<file path="config.mk">
export PLATFORM = sky130hd
export DESIGN_NAME = pipe_ctrl
export DESIGN_NICKNAME = d
export VERILOG_FILES = /design/src/rtl/pipe_ctrl_pkg.sv /design/src/rtl/pipe_ctrl_sat_counter.sv /design/src/rtl/pipe_ctrl.sv
export SDC_FILE = /design/constraint.sdc
export NUM_CORES = 1
export LEC_CHECK = 0
export BUFFER_PORTS_ARGS = -buffer_cell sky130_fd_sc_hd__clkbuf_2
export CAP_MARGIN = 25
export CELL_PAD_IN_SITES_DETAIL_PLACEMENT = 1
export CELL_PAD_IN_SITES_GLOBAL_PLACEMENT = 1
export CORE_UTILIZATION = 30
export DETAILED_ROUTE_END_ITERATION = 12
export MAX_ROUTING_LAYER = met4
export PLACE_DENSITY = 0.66
export SLEW_MARGIN = 20
export SYNTH_ARGS = -nofsm -noshare
export SYNTH_HDL_FRONTEND = slang
export SYNTH_HIERARCHICAL = 1
export SYNTH_SLANG_ARGS = --single-unit
</file>
<file path="constraint.sdc">
create_clock -name clk -period 2.4 [get_ports clk]
set_clock_uncertainty 0.1 [all_clocks]
set_input_delay 0.12 -clock clk [delete_from_list [all_inputs] [get_ports clk]]
set_output_delay 0.12 -clock clk [all_outputs]
set_load 0.02 [all_outputs]
</file>
<file path="src/rtl/pipe_ctrl_pkg.sv">
// Shared pipeline types: datapath widths, register-number width and the
// hazard-controller state encoding.
package pipe_ctrl_pkg;

  localparam int DATA_WIDTH       = 32;
  localparam int ADDR_WIDTH       = 32;
  localparam int INSN_WIDTH       = 32;
  localparam int REG_NUM_WIDTH    = 5;
  localparam int MEM_TIMEOUT_DFLT = 256;

  typedef enum logic [1:0] {
    RUN  = 2'd0,
    WAIT = 2'd1,
    ERR  = 2'd2
  } ctrlState_t;

endpackage

</file>
<file path="src/rtl/pipe_ctrl_sat_counter.sv">
// Up-counter that sticks at all-ones instead of wrapping; used for the
// pipeline performance counters.
module sat_counter #(
  parameter int WIDTH = 32
) (
  input  logic             clk,
  input  logic             rst,
  input  logic             incEn,
  output logic [WIDTH-1:0] countOut
);

  localparam logic [WIDTH-1:0] ONE     = WIDTH'(1);
  localparam logic [WIDTH-1:0] ALL_ONE = {WIDTH{1'b1}};

  logic [WIDTH-1:0] countR;

  // count register, frozen once saturated
  always_ff @(posedge clk or negedge rst) begin
    if (!rst) begin
      countR <= {WIDTH{1'b0}};
    end else if (incEn && (countR != ALL_ONE)) begin
      countR <= countR + ONE;
    end else begin
      countR <= countR;
    end
  end

  assign countOut = countR;

endmodule

</file>
<file path="src/rtl/pipe_ctrl.sv">
// Pipeline hazard controller: resolves data-memory waits, taken branches and
// load-use hazards into stall/flush controls, with a sticky memory timeout.
module pipe_ctrl
  import pipe_ctrl_pkg::*;
#(
  parameter int MEM_TIMEOUT = MEM_TIMEOUT_DFLT,
  parameter int PERF_WIDTH  = 32
) (
  input  logic                     clk,
  input  logic                     rst,
  input  logic [REG_NUM_WIDTH-1:0] IdRSIn,
  input  logic [REG_NUM_WIDTH-1:0] IdRTIn,
  input  logic                     IdUsesRSIn,
  input  logic                     IdUsesRTIn,
  input  logic                     ExIsLoadInsnIn,
  input  logic                     ExRfWrEnableIn,
  input  logic [REG_NUM_WIDTH-1:0] ExWrNumIn,
  input  logic                     MemAccessIn,
  input  logic                     DmemReadyIn,
  input  logic                     BrTakenIn,
  output logic                     PcStallOut,
  output logic                     IfIdStallOut,
  output logic                     IdExStallOut,
  output logic                     ExMemStallOut,
  output logic                     IfIdFlushOut,
  output logic                     IdExFlushOut,
  output logic                     ExMemFlushOut,
  output logic                     MemWbFlushOut,
  output logic                     BusErrOut,
  output logic [PERF_WIDTH-1:0]    StallCountOut,
  output logic [PERF_WIDTH-1:0]    FlushCountOut
);

  localparam int WCNT_W = (MEM_TIMEOUT > 1) ? $clog2(MEM_TIMEOUT) : 1;
  localparam logic [WCNT_W-1:0] WAIT_LAST = WCNT_W'(MEM_TIMEOUT - 1);
  localparam logic [WCNT_W-1:0] WCNT_ONE  = WCNT_W'(1);
  localparam logic [REG_NUM_WIDTH-1:0] REG_ZERO = {REG_NUM_WIDTH{1'b0}};

  ctrlState_t        state;
  ctrlState_t        stateNext;
  logic [WCNT_W-1:0] waitCnt;
  logic              busErrR;
  logic              memWait;
  logic              loadUse;
  logic              branchAct;

  assign memWait = MemAccessIn && !DmemReadyIn;
  assign loadUse = ExIsLoadInsnIn && ExRfWrEnableIn && (ExWrNumIn != REG_ZERO) &&
                   ((IdUsesRSIn && (IdRSIn == ExWrNumIn)) ||
                    (IdUsesRTIn && (IdRTIn == ExWrNumIn)));

  // state, wait counter and sticky bus error registers
  always_ff @(posedge clk or negedge rst) begin
    if (!rst) begin
      state   <= RUN;
      waitCnt <= {WCNT_W{1'b0}};
      busErrR <= 1'b0;
    end else begin
      state   <= stateNext;
      busErrR <= (stateNext == ERR);
      if ((state == WAIT) && (stateNext == WAIT)) begin
        waitCnt <= waitCnt + WCNT_ONE;
      end else begin
        waitCnt <= {WCNT_W{1'b0}};
      end
    end
  end

  // next-state logic; ERR is only left through reset
  always_comb begin
    stateNext = state;
    case (state)
      RUN: begin
        if (memWait) begin
          stateNext = WAIT;
        end else begin
          stateNext = RUN;
        end
      end
      WAIT: begin
        if (!memWait) begin
          stateNext = RUN;
        end else if (waitCnt == WAIT_LAST) begin
          stateNext = ERR;
        end else begin
          stateNext = WAIT;
        end
      end
      ERR: begin
        stateNext = ERR;
      end
      default: begin
        stateNext = RUN;
      end
    endcase
  end

  // one action per cycle: memwait, then branch, then load-use
  always_comb begin
    PcStallOut    = 1'b0;
    IfIdStallOut  = 1'b0;
    IdExStallOut  = 1'b0;
    ExMemStallOut = 1'b0;
    IfIdFlushOut  = 1'b0;
    IdExFlushOut  = 1'b0;
    ExMemFlushOut = 1'b0;
    MemWbFlushOut = 1'b0;
    branchAct     = 1'b0;
    if (rst) begin
      case (state)
        RUN, WAIT: begin
          if (memWait) begin
            // the held MEM instruction re-presents BrTakenIn once released
            PcStallOut    = 1'b1;
            IfIdStallOut  = 1'b1;
            IdExStallOut  = 1'b1;
            ExMemStallOut = 1'b1;
            MemWbFlushOut = 1'b1;
          end else if (BrTakenIn) begin
            IfIdFlushOut  = 1'b1;
            IdExFlushOut  = 1'b1;
            ExMemFlushOut = 1'b1;
            branchAct     = 1'b1;
          end else if (loadUse) begin
            PcStallOut    = 1'b1;
            IfIdStallOut  = 1'b1;
            IdExFlushOut  = 1'b1;
          end else begin
            branchAct     = 1'b0;
          end
        end
        default: begin
          PcStallOut    = 1'b1;
          IfIdStallOut  = 1'b1;
          IdExStallOut  = 1'b1;
          ExMemStallOut = 1'b1;
          MemWbFlushOut = 1'b1;
        end
      endcase
    end else begin
      branchAct = 1'b0;
    end
  end

  assign BusErrOut = busErrR;

  sat_counter #(.WIDTH(PERF_WIDTH)) uStallCnt (
    .clk      (clk),
    .rst      (rst),
    .incEn    (PcStallOut),
    .countOut (StallCountOut)
  );

  sat_counter #(.WIDTH(PERF_WIDTH)) uFlushCnt (
    .clk      (clk),
    .rst      (rst),
    .incEn    (branchAct),
    .countOut (FlushCountOut)
  );

endmodule

</file>
# --- Word-level counts from Yosys, hierarchy flattened ---
# Index checks and enable logic that the tools add are counted.
word_totals:
  register_bits: 75
  ram_bits: 0
  inputBits: 24
  mem_count: 0
  latchBits: 0
  word_cells: 52
  mem_bits_ro: 0
classes:
  multipliers: 0
  addsub: 3
  shift: 0
  reduce_logical: 14
  order_cmp: 0
  div_mod_pow: 0
  mux: 21
  bitwise_logic: 0
  eq_ne: 9
ops:
  columns: ["cell", "count"]
  rows:
  - ["$add A32 B1 Y32 const B", 2]
  - ["$ne A32 B32 Y1 const B", 2]
  - ["$mux W1", 17]
  - ["$eq A5 B5 Y1", 2]
  - ["$logic_and A1 B1 Y1", 9]
  - ["$add A8 B1 Y8 const B", 1]
  - ["$eq A8 B8 Y1 const B", 1]
  - ["$mux W8", 1]
  - ["$pmux W2 S3", 1]
  - ["$reduce_bool A5 Y1", 1]
  - ["$eq A2 B1 Y1 const B", 2]
  - ["$eq A2 B2 Y1 const B", 2]
  - ["$mux W2", 2]
  - ["$logic_not A2 Y1", 1]
  - ["$reduce_or A2 Y1", 1]
  - ["$logic_not A1 Y1", 1]
  - ["$logic_or A1 B1 Y1", 1]

# --- Longest topological paths before layout ---
# Gate-level depths: netlist of run 1.
logic_depth:
  word_depth: 10
  depth_mapped: 10
  ltp_nobuf: 9

# --- Hierarchy ---
# Netlist of run 1, hierarchy kept.
modules_own_cells:
  columns: ["module", "area_per_inst_um2", "instances", "cells_each", "seq_area_each_um2"]
  rows:
  - ["sat_counter (uFlushCnt)", 1624.1, 1, 151, 800.8]
  - ["sat_counter (uStallCnt)", 1617.8, 1, 153, 800.8]
  - ["pipe_ctrl", 685.7, 1, 73, 275.3]

# --- Least setup slack after synthesis of run 1 ---
# No wires, ideal clock.
synth_timing:
  path_type: "input to register"
  start: "input ExWrNumIn[3]"
  end: "register uStallCnt.countR[20], in the netlist uStallCnt/countOut[20]"
  path_stages: 10
  arrival_ps: 2828
  t_required_ps: 2170
  slack_ps: -658
  path_cell_list: "xor2_1 > nor4_2 > a32oi_1 > o32ai_1 > inv_1 > or3_1 > clkbuf_1 > a2111oi_2 > nand2_1 > xnor2_1"
synth_between:
  elab_chain_cells: 10
  word_cells_on_any_way: 14
  cone_classes: "eq/ne (2); mux (5); reduce/logical (7)"
synth_rtl:
  columns: ["element", "line_no", "text"]
  rows:
  - ["start: declaration", "pipe_ctrl.sv:17", "input logic [REG_NUM_WIDTH-1:0] ExWrNumIn,"]
  - ["$eq A5 B5 Y1 (on tied branches)", "pipe_ctrl.sv:49, pipe_ctrl.sv:50", null]
  - ["$logic_and A1 B1 Y1 (on tied branches)", "pipe_ctrl.sv:49, pipe_ctrl.sv:50", null]
  - ["$logic_or A1 B1 Y1", "pipe_ctrl.sv:49", "((IdUsesRSIn && (IdRSIn == ExWrNumIn)) ||"]
  - ["$logic_and A1 B1 Y1 (*)", "pipe_ctrl.sv:48", "assign loadUse = ExIsLoadInsnIn && ExRfWrEnableIn && (ExWrNumIn != REG_ZERO) &&"]
  - ["$mux W1 (*) (5 in a row)", null, null]
  - ["named net IfIdStallOut", "pipe_ctrl.sv:22", "output logic IfIdStallOut,"]
  - ["$logic_and A1 B1 Y1 (*)", "pipe_ctrl_sat_counter.sv:21", "end else if (incEn && (countR != ALL_ONE)) begin"]
  - ["end signal: assignment", "pipe_ctrl_sat_counter.sv:20", "countR <= {WIDTH{1'b0}};"]
  - ["end signal: assignment", "pipe_ctrl_sat_counter.sv:22", "countR <= countR + ONE;"]
  - ["end signal: assignment", "pipe_ctrl_sat_counter.sv:24", "countR <= countR;"]
  - ["end: declaration", "pipe_ctrl_sat_counter.sv:15", "logic [WIDTH-1:0] countR;"]
# Mark *: on every way through the listed nets, which the timed path passes. The rest lies on a longest branch.
# A chain may end at the register's enable or synchronous reset.

# --- Final worst setup path of run 1 ---
layout_timing:
  start: "input DmemReadyIn"
  end: "register uFlushCnt.countR[29], in the netlist uFlushCnt/countOut[29]"
layout_between:
  elab_chain_cells: 6
layout_rtl:
  columns: ["element", "line_no", "text"]
  rows:
  - ["start: declaration", "pipe_ctrl.sv:19", "input logic DmemReadyIn,"]
  - ["$logic_not A1 Y1", "pipe_ctrl.sv:47", "assign memWait = MemAccessIn && !DmemReadyIn;"]
  - ["$logic_and A1 B1 Y1", "pipe_ctrl.sv:47", null]
  - ["$mux W1", "pipe_ctrl.sv:112", "if (memWait) begin"]
  - ["$mux W1 (2 in a row)", null, null]
  - ["$logic_and A1 B1 Y1", "pipe_ctrl_sat_counter.sv:21", null]
  - ["end signal: assignment", "pipe_ctrl_sat_counter.sv:20", null]
  - ["end signal: assignment", "pipe_ctrl_sat_counter.sv:22", null]
  - ["end signal: assignment", "pipe_ctrl_sat_counter.sv:24", null]
  - ["end: declaration", "pipe_ctrl_sat_counter.sv:15", null]
# Every way passes these cells.

==> impl_metrics.yaml, run 1 <==
floorplan:
  io_pins: 97
  die_w_um: 116
  rows: 41
  core_area_um2: 12700
  die_area_um2: 13600
  initial_core_util_pct: 31.0
  die_h_um: 116
cells_and_area:
  fill_cells: 1482
  nets: 556
  fin_util_pct: 42.0
  instances_no_fill: 705
  drive_above_1_share_pct: 35.3
  design_area_um2: 5330
  areaGrowthSynthToFinish_pct: 35.6
  antennaDiodeCount: 0
pwr:
  p_sw_uw: 964
  power_frac_clock_pct: 38.6
  comb_power_share_pct: 17.9
  finalPower_mw: 3.33
  p_leak_nw: 2.57
  irDropWorstVdd_mv: 0.422
  seq_power_share_pct: 43.5
  p_per_area_nw_per_um2: 626
  p_int_mw: 2.37
  swShare_pct: 28.9
clock_tree:
  cts.sinks: 75
  tritoncts: "built"
  htreeDepth: 3
  clkTransAtPathRegs_ns: 0.05
  cts_made_buffers: 9
  insertion_delay_ns: 0.34
  cts_root_buffer: "clkbuf_16"
  max-clock-path-buffers: 2
critical_path:
  critPathKind: "in2reg"
  end_kind: "flip-flop"
  worstSetupStartpointType: "primary input"
  worstPathRequired_ns: 2.56
  reg2reg_depth: 6
  crit_fanout: 4
  arrival_ns: 2.37
global_routing:
  antenna_found_initial: 0
  grt_usage_pct: 18.1
  grt_max_degree: 40
  overflow: 0
  grt_pass1_wl_um: 18200
  grt_pass1_vias: 3587
detailed_routing:
  wl_um: 10900
  drt-initial-drc-count: 133
  via_count: 3403
  routedWlPerCell_um: 15.5
  drc: 0
  final_antenna_net_count: 0
  firstDrtPassIters: 4
  routed_via_density: 4.83
synthesis:
  synth_area_um2: 3930
  async_flop_share_pct: 100
  synth_edf_count: 0
  synth_area_leaders: "dfrtp_1, xnor2_1, xor2_1"
  synth_top_area_share_pct: 47.8
  yosys_warnings: 6
  synth_nets: 404
  postSynthCellCount: 377
  syn_avg_cell_area_um2: 10.4
  ys_ff_latch: 75
  ys_seq_area_share_pct: 47.8
  yosys.cell_types.count: 48
  yosysTopAreaCell: "dfrtp_1"
  synth_ff_type: "dfrtp_1"
timing:
  hold_ws_ns: 0.0623
  grt_setup_unrepaired: "false"
  period_needed_ns: 2.20
  slew_headroom_pct: 66.8
  tns_ns: 0
  drv_slew: 0
  min_period_over_period_pct: 91.7
  hold_viol: 0
  layout_setup_ws_ns: 0.198
  fmax_mhz: 454
  worst_pin_slew_ns: 0.496
  finalSetupViolCount: 0
status:
  status: "completed"
run:
  cap_violations: 0
placed_design:
  post_dp_cell_area_um2: 4960
  io_buffer_count: 96
  post-dp-hpwl_um: 8630
  placed_cells: 687
  gp_routability_congestion: 0.834
  place_ws_ns: -0.244
hold_path:
  hold_class: "in2async"
final timing paths:
check	startpoint	end	slack (ns)
max in group asynchronous	rst	uStallCnt/countOut[18]	1.45
setup reg to reg	uFlushCnt/countOut[16]	uFlushCnt/countOut[12]	0.25
setup / recovery	DmemReadyIn	uFlushCnt/countOut[29]	0.20
hold / removal	rst	BusErrOut	0.06
min in group clk	MemAccessIn	state[0]	0.06
hold reg to reg	uFlushCnt/countOut[31]	uFlushCnt/countOut[31]	0.41
synth_stat cells (all sizes together), types with 8 or more instances:
cell and number:
nor3 16, nand4 26, and4 9, nor4 9
nand3 29, xor2 36, xnor2 38, inv 8
dfrtp 75, nand2 41, nor2 30, and3 10
routing by layer:
layer,track usage [%],routed length (µm),up-vias,part of all wire [%]
li1,-,-,1639,-
met1,22.0,4840,1682,44
met2,30.1,5510,65,51
met3,2.75,375,17,3.4
met4,7.18,184,0,1.7
met5,-,0,-,0
final cells by class:
type | count | area (µm²) | area share, %
multi-input combinational | 286 | 2030 | 38.0
sequential | 75 | 1880 | 35.2
timing repair buffer | 149 | 898 | 16.9
clock buffer | 13 | 270 | 5.07
tap | 172 | 215 | 4.04
inverter | 8 | 30.0 | 0.564
clock inverter | 2 | 10.0 | 0.188
registers in the layout, summed over array words and instances (netlist names):
| register | flops |
|---|---|
| BusErrOut | 1 |
| state | 2 |
| uFlushCnt/countOut | 32 |
| uStallCnt/countOut | 32 |
| waitCnt | 8 |
worst max-delay path, cell delays in order:
cell and delay, ns:
dlygate4sd3_1 0.52, clkbuf_2 0.11, inv_1 0.03, a21oi_1 0.14, buf_4 0.16, and3_4 0.20
and3_4 0.20, nor2b_4 0.14, buf_4 0.13, nand4_1 0.13, nor4_2 0.31, xor2_1 0.17
power groups by stage:
stage | Combinational (mW) | Sequential (mW) | Clock, mW
finish | 0.598 | 1.45 | 1.29
global route | 0.655 | 1.47 | 1.38
CTS | 0.596 | 1.45 | 1.32
detailed placement | 0.590 | 1.47 | 0
global placement | 0.567 | 1.46 | 0
floorplan | 0.182 | 1.57 | 0
timing repair:
action | 4_1_cts | 5_1_grt
hold buffers | 2 | 0
setup endpoints to repair | 0 | 20
gates resized for setup | 0 | 8
endpoints found under the hold margin | 76 | 0
setup buffers | 0 | 1
cells by family after synthesis:
group                    Yosys count  share of synthesized area, %
AND/OR/NAND/NOR                  184                          26.2
flip-flops                        75                          47.8
XOR/XNOR                          74                          16.5
AO/OA/AOI/OAI                     20                          4.87
buffers and inverters             16                          2.29
multiplexers                       5                          1.40
adder cells (fa/ha/maj)            3                         0.956
cell usage in the layout (no fill, tap or decap), types with 3 or more instances in the layout:
| cell | n |
|---|---|
| and3_1 | 8 |
| nand4_2 | 3 |
| xnor2_1 | 38 |
| clkbuf_2 | 95 |
| nor3_1 | 13 |
| xor2_1 | 36 |
| nand3_1 | 27 |
| nor4_2 | 3 |
| clkbuf_8 | 3 |
| nor4_1 | 5 |
| buf_4 | 51 |
| and2_1 | 5 |
| nand2_1 | 40 |
| inv_1 | 8 |
| ha_1 | 3 |
| a21oi_1 | 4 |
| nand4_1 | 23 |
| clkbuf_16 | 9 |
| nor2_1 | 30 |
| dfrtp_1 | 75 |
| and4_1 | 9 |
Note: power is estimated with default switching activity, not from simulation.
==> inputs of run 2 (changes only) <==
- CAP_MARGIN: 25 -> unset
- GPL_TIMING_DRIVEN: unset -> 0
- SLEW_MARGIN: 20 -> unset
==> impl_metrics.yaml, run 2 (synthesized netlist as in run 1, its figures left out) <==
critical_path:
  crit_fanout: 6
  worstPathRequired_ns: 2.52
  arrival_ns: 2.38
  setup.worst_path.end: "uStallCnt/countOut[20]"
  rr_endpoint: "uStallCnt/countOut[1]"
  critPathKind: "in2reg"
  rrSetupSlack_ns: 0.17
  worstSetupStartpointType: "primary input"
  cp-startpoint: "ExWrNumIn[3]"
  reg2reg_depth: 5
  end_kind: "flip-flop"
  rr_startpoint: "uStallCnt/countOut[14]"
pwr:
  power_frac_clock_pct: 39.9
  seq_power_share_pct: 44.9
  irDropWorstVdd_mv: 0.323
  swShare_pct: 28.5
  p_int_mw: 2.35
  p_sw_uw: 938
  p_leak_nw: 2.45
  p_per_area_nw_per_um2: 634
  comb_power_share_pct: 15.2
clock_tree:
  cts.sinks: 75
  tritoncts: "built"
  clkTransAtPathRegs_ns: 0.06
  htreeDepth: 3
  cts_root_buffer: "clkbuf_16"
  max-clock-path-buffers: 2
  insertion_delay_ns: 0.34
  cts_made_buffers: 9
status:
  status: "completed"
global_routing:
  grt_most_used_layer: "met2"
  grtUsageMet2_pct: 27.1
  grtUsageMet3_pct: 4.20
  grt_usage_pct: 17.5
  grt_pass1_wl_um: 17600
  grt_util_met1_pct: 22.3
  grt_max_degree: 33
  antenna_found_initial: 0
  overflow: 0
  grt_pass1_vias: 3419
timing:
  fmax_mhz: 442
  period_needed_ns: 2.26
  drv_slew: 0
  slew_headroom_pct: 33.3
  min_period_over_period_pct: 94.2
  hold_viol: 0
  finalSetupViolCount: 0
  worst_pin_slew_ns: 0.997
floorplan:
  initial_core_util_pct: 31.0
  rows: 41
  die_area_um2: 13600
  core_area_um2: 12700
  io_pins: 97
  die_h_um: 116
  die_w_um: 116
run:
  cap_violations: 0
cells_and_area:
  layout_commonest_cell: "clkbuf_2"
  antennaDiodeCount: 0
  nets: 525
  drive_above_1_share_pct: 30.5
  fin_util_pct: 40.9
  final_cell_mix: "clkbuf_2, dfrtp_1, nand2_1"
  instances_no_fill: 674
  areaGrowthSynthToFinish_pct: 32.0
placed_design:
  post-dp-hpwl_um: 7700
  gp_routability_congestion: 0.825
  placed_cells: 646
  io_buffer_count: 96
hold_path:
  hold_class: "in2reg"
detailed_routing:
  routedWlPerCell_um: 16.0
  wl_um: 10800
  firstDrtPassIters: 5
  drt-initial-drc-count: 109
  routed_via_density: 4.91
  final_antenna_net_count: 0
  via_count: 3309
  drc: 0
==> run 2: routing by layer <==
metal / share of wire (%) / vias to the layer above
met5: 0 / -
met4: 1.7 / 0
met3: 4.3 / 18
met2: 48 / 73
met1: 46 / 1647
li1: - / 1571
==> run 2: repair_timing <==
action,in CTS,in global routing
endpoints found under the hold margin,53,0
setup buffers,3,4
setup endpoints to repair,27,28
pin swaps,1,4
hold buffers,6,0
resized for setup,4,10
cloned,1,0
==> run 2: worst min path at each step <==
stage / from / to / slack (ns) / cells after the start
6_report: MemAccessIn / state[0] / 0.10 / 3
5_1_grt: MemAccessIn / state[0] / 0.10 / 3
4_1_cts: MemAccessIn / state[0] / 0.07 / 3
3_5_place_dp: rst / uFlushCnt/countOut[6] / 0.04 / 1
3_3_place_gp: DmemReadyIn / state[0] / 0.33 / 3
2_1_floorplan: rst / BusErrOut / -0.28 / 0
==> run 2: critical path, stage by stage <==
cell and delay, ns:
clkbuf_2 0.12, xor2_1 0.17, nor4_2 0.32, a32oi_2 0.20, o32ai_4 0.39, inv_1 0.07
or3_4 0.45, a2111oi_4 0.27, nand2_1 0.12, xnor2_1 0.14
==> run 2: final cells by class <==
class	count	area (µm²)
multi-input combinational	286	2050
clock inverter	3	40.0
clock buffer	12	236
fill	1453	7480
timing repair buffer	111	682
tap	172	215
inverter	8	30.0
sequential	75	1880
buffer	7	60.1
==> run 2: power groups by stage <==
stage	Combinational, mW	Sequential (mW)	Clock, mW
global route	0.558	1.50	1.42
global placement	0.450	1.49	0
finish	0.500	1.47	1.31
detailed placement	0.471	1.50	0
floorplan	0.182	1.57	0
CTS	0.499	1.48	1.36
==> run 2: metrics by stage <==
| step | setup TNS [ns] | setup slack, ns | total power, mW | cell area, µm² | hold slack (ns) |
|---|---|---|---|---|---|
| 2_1_floorplan | -0.382 | -0.0945 | 1.75 | 3950 | -0.276 |
| 3_3_place_gp | -74.99 | -1.65 | 1.94 | 4640 | 0.327 |
| 3_5_place_dp | -14.60 | -0.715 | 1.97 | 4670 | 0.0415 |
| 4_1_cts | 0 | 0.0219 | 3.34 | 5100 | 0.0740 |
| 5_1_grt | -0.0127 | -0.0127 | 3.47 | 5190 | 0.104 |
| 6_report | 0 | 0.139 | 3.29 | 5190 | 0.101 |
==> inputs of run 3 (changes only) <==
==> constraint.sdc (replaced) <==
create_clock -name clk -period 2.4 [get_ports clk]
set_clock_uncertainty 0.1 [all_clocks]
set_input_delay 0.12 -clock clk [delete_from_list [all_inputs] [get_ports clk]]
set_output_delay 0.12 -clock clk [all_outputs]
set_load 0.005 [all_outputs]
==> impl_metrics.yaml, run 3 (synthesized netlist as in run 1, its figures left out) <==
status:
  status: "completed"
placed_design:
  post-dp-hpwl_um: 7720
  io_buffer_count: 96
  gp_routability_congestion: 0.804
  placed_cells: 646
clock_tree:
  tritoncts: "built"
  insertion_delay_ns: 0.34
  max-clock-path-buffers: 2
  cts.sinks: 75
  cts_made_buffers: 9
  clkTransAtPathRegs_ns: 0.06
  htreeDepth: 3
  cts_root_buffer: "clkbuf_16"
global_routing:
  grt_pass1_vias: 3379
  grt_pass1_wl_um: 17100
  antenna_found_initial: 0
  grt_usage_pct: 17.1
  grt_max_degree: 39
  overflow: 0
detailed_routing:
  drc: 0
  wl_um: 10500
  routedWlPerCell_um: 15.7
  firstDrtPassIters: 4
  routed_via_density: 4.89
  drt-initial-drc-count: 132
  final_antenna_net_count: 0
  via_count: 3283
pwr:
  p_per_area_nw_per_um2: 628
  finalPower_mw: 3.24
  irDropWorstVdd_mv: 0.393
  p_leak_nw: 2.43
floorplan:
  initial_core_util_pct: 31.0
  io_pins: 97
  die_area_um2: 13600
  core_area_um2: 12700
  rows: 41
  die_w_um: 116
  die_h_um: 116
critical_path:
  worstSetupStartpointType: "flip-flop"
  reg2reg_depth: 6
  critPathKind: "reg2reg"
  end_kind: "flip-flop"
  crit_fanout: 10
  worstPathRequired_ns: 2.52
  rr_startpoint: "uStallCnt/countOut[14]"
  arrival_ns: 2.36
  cp-startpoint: "uStallCnt/countOut[14]"
timing:
  worst_pin_slew_ns: 0.594
  fmax_mhz: 447
  drv_slew: 0
  hold_ws_ns: 0.0888
  grt_setup_unrepaired: "true"
  slew_headroom_pct: 60.0
  hold_viol: 0
  period_needed_ns: 2.24
  min_period_over_period_pct: 93.3
  finalSetupViolCount: 0
run:
  cap_violations: 0
cells_and_area:
  layout_commonest_cell: "clkbuf_2"
  areaGrowthSynthToFinish_pct: 31.4
  nets: 522
  final_cell_mix: "clkbuf_2, dfrtp_1, nand2_1"
  instances_no_fill: 671
  antennaDiodeCount: 0
  drive_above_1_share_pct: 30.1
hold_path:
  min-delay-start: "MemAccessIn"
  min_path_cells: 3
  hold_class: "in2reg"
-- run 3: worst max-delay path, cell delays in order, from the launching register on --
cell     delay [ns]
dfrtp_1        0.46
and4_1         0.30
nand4_2        0.23
o41ai_4        0.36
buf_4          0.19
buf_6          0.15
mux2_1         0.32
-- run 3: metal layers --
layer	GRT usage, %	vias up	wire (µm)
met5	-	-	0
met4	5.56	0	125
met3	4.00	10	388
met2	27.7	66	5190
met1	20.9	1646	4830
li1	-	1561	-
-- run 3: where the power goes --
part / switching, mW / internal, mW / total, mW
combinational: 0.196 / 0.196 / 0.393
clock: 0.519 / 0.855 / 1.37
sequential: 0.124 / 1.35 / 1.47
total: 0.840 / 2.40 / 3.24
-- run 3: cell type report --
cell class | instances | area [µm²]
Fill cell | 1446 | 7510
Multi-Input combinational cell | 286 | 2030
Buffer | 7 | 57.6
Sequential cell | 75 | 1880
Timing Repair Buffer | 108 | 656
Tap cell | 172 | 215
Clock buffer | 13 | 260
Clock inverter | 2 | 35.0
Inverter | 8 | 30.0
-- run 3: worst paths after layout --
kind / slack (ns) / endpoint
hold / removal: 0.09 / state[0]
max in group asynchronous: 1.55 / uStallCnt/countOut[2]
hold reg to reg: 0.40 / uFlushCnt/countOut[31]
min in group asynchronous: 0.35 / uFlushCnt/countOut[5]
setup / recovery: 0.16 / uStallCnt/countOut[1]
setup reg to reg: 0.16 / uStallCnt/countOut[1]
-- run 3: per-stage QoR --
| stage | area [µm²] | TNS (ns) | setup WS, ns | utilization (%) |
|---|---|---|---|---|
| finish | 5160 | 0 | 0.162 | 40.7 |
| global route | 5160 | -0.0262 | -0.0242 | 40.7 |
| CTS | 5100 | 0 | 0.0431 | 40.2 |
| detailed placement | 4660 | -17.69 | -0.810 | 36.8 |
| global placement | 4640 | -73.77 | -1.71 | 36.6 |
| floorplan | 3950 | 0 | 0.0106 | - |
-- run 3: repair_timing --
action / 4_1_cts / 5_1_grt
endpoints found under the hold margin: 76 / 0
buffers inserted: 2 / 3
gates resized for setup: 5 / 6
setup endpoints to repair: 31 / 18
hold buffers: 6 / 0
pin swaps: 1 / 3
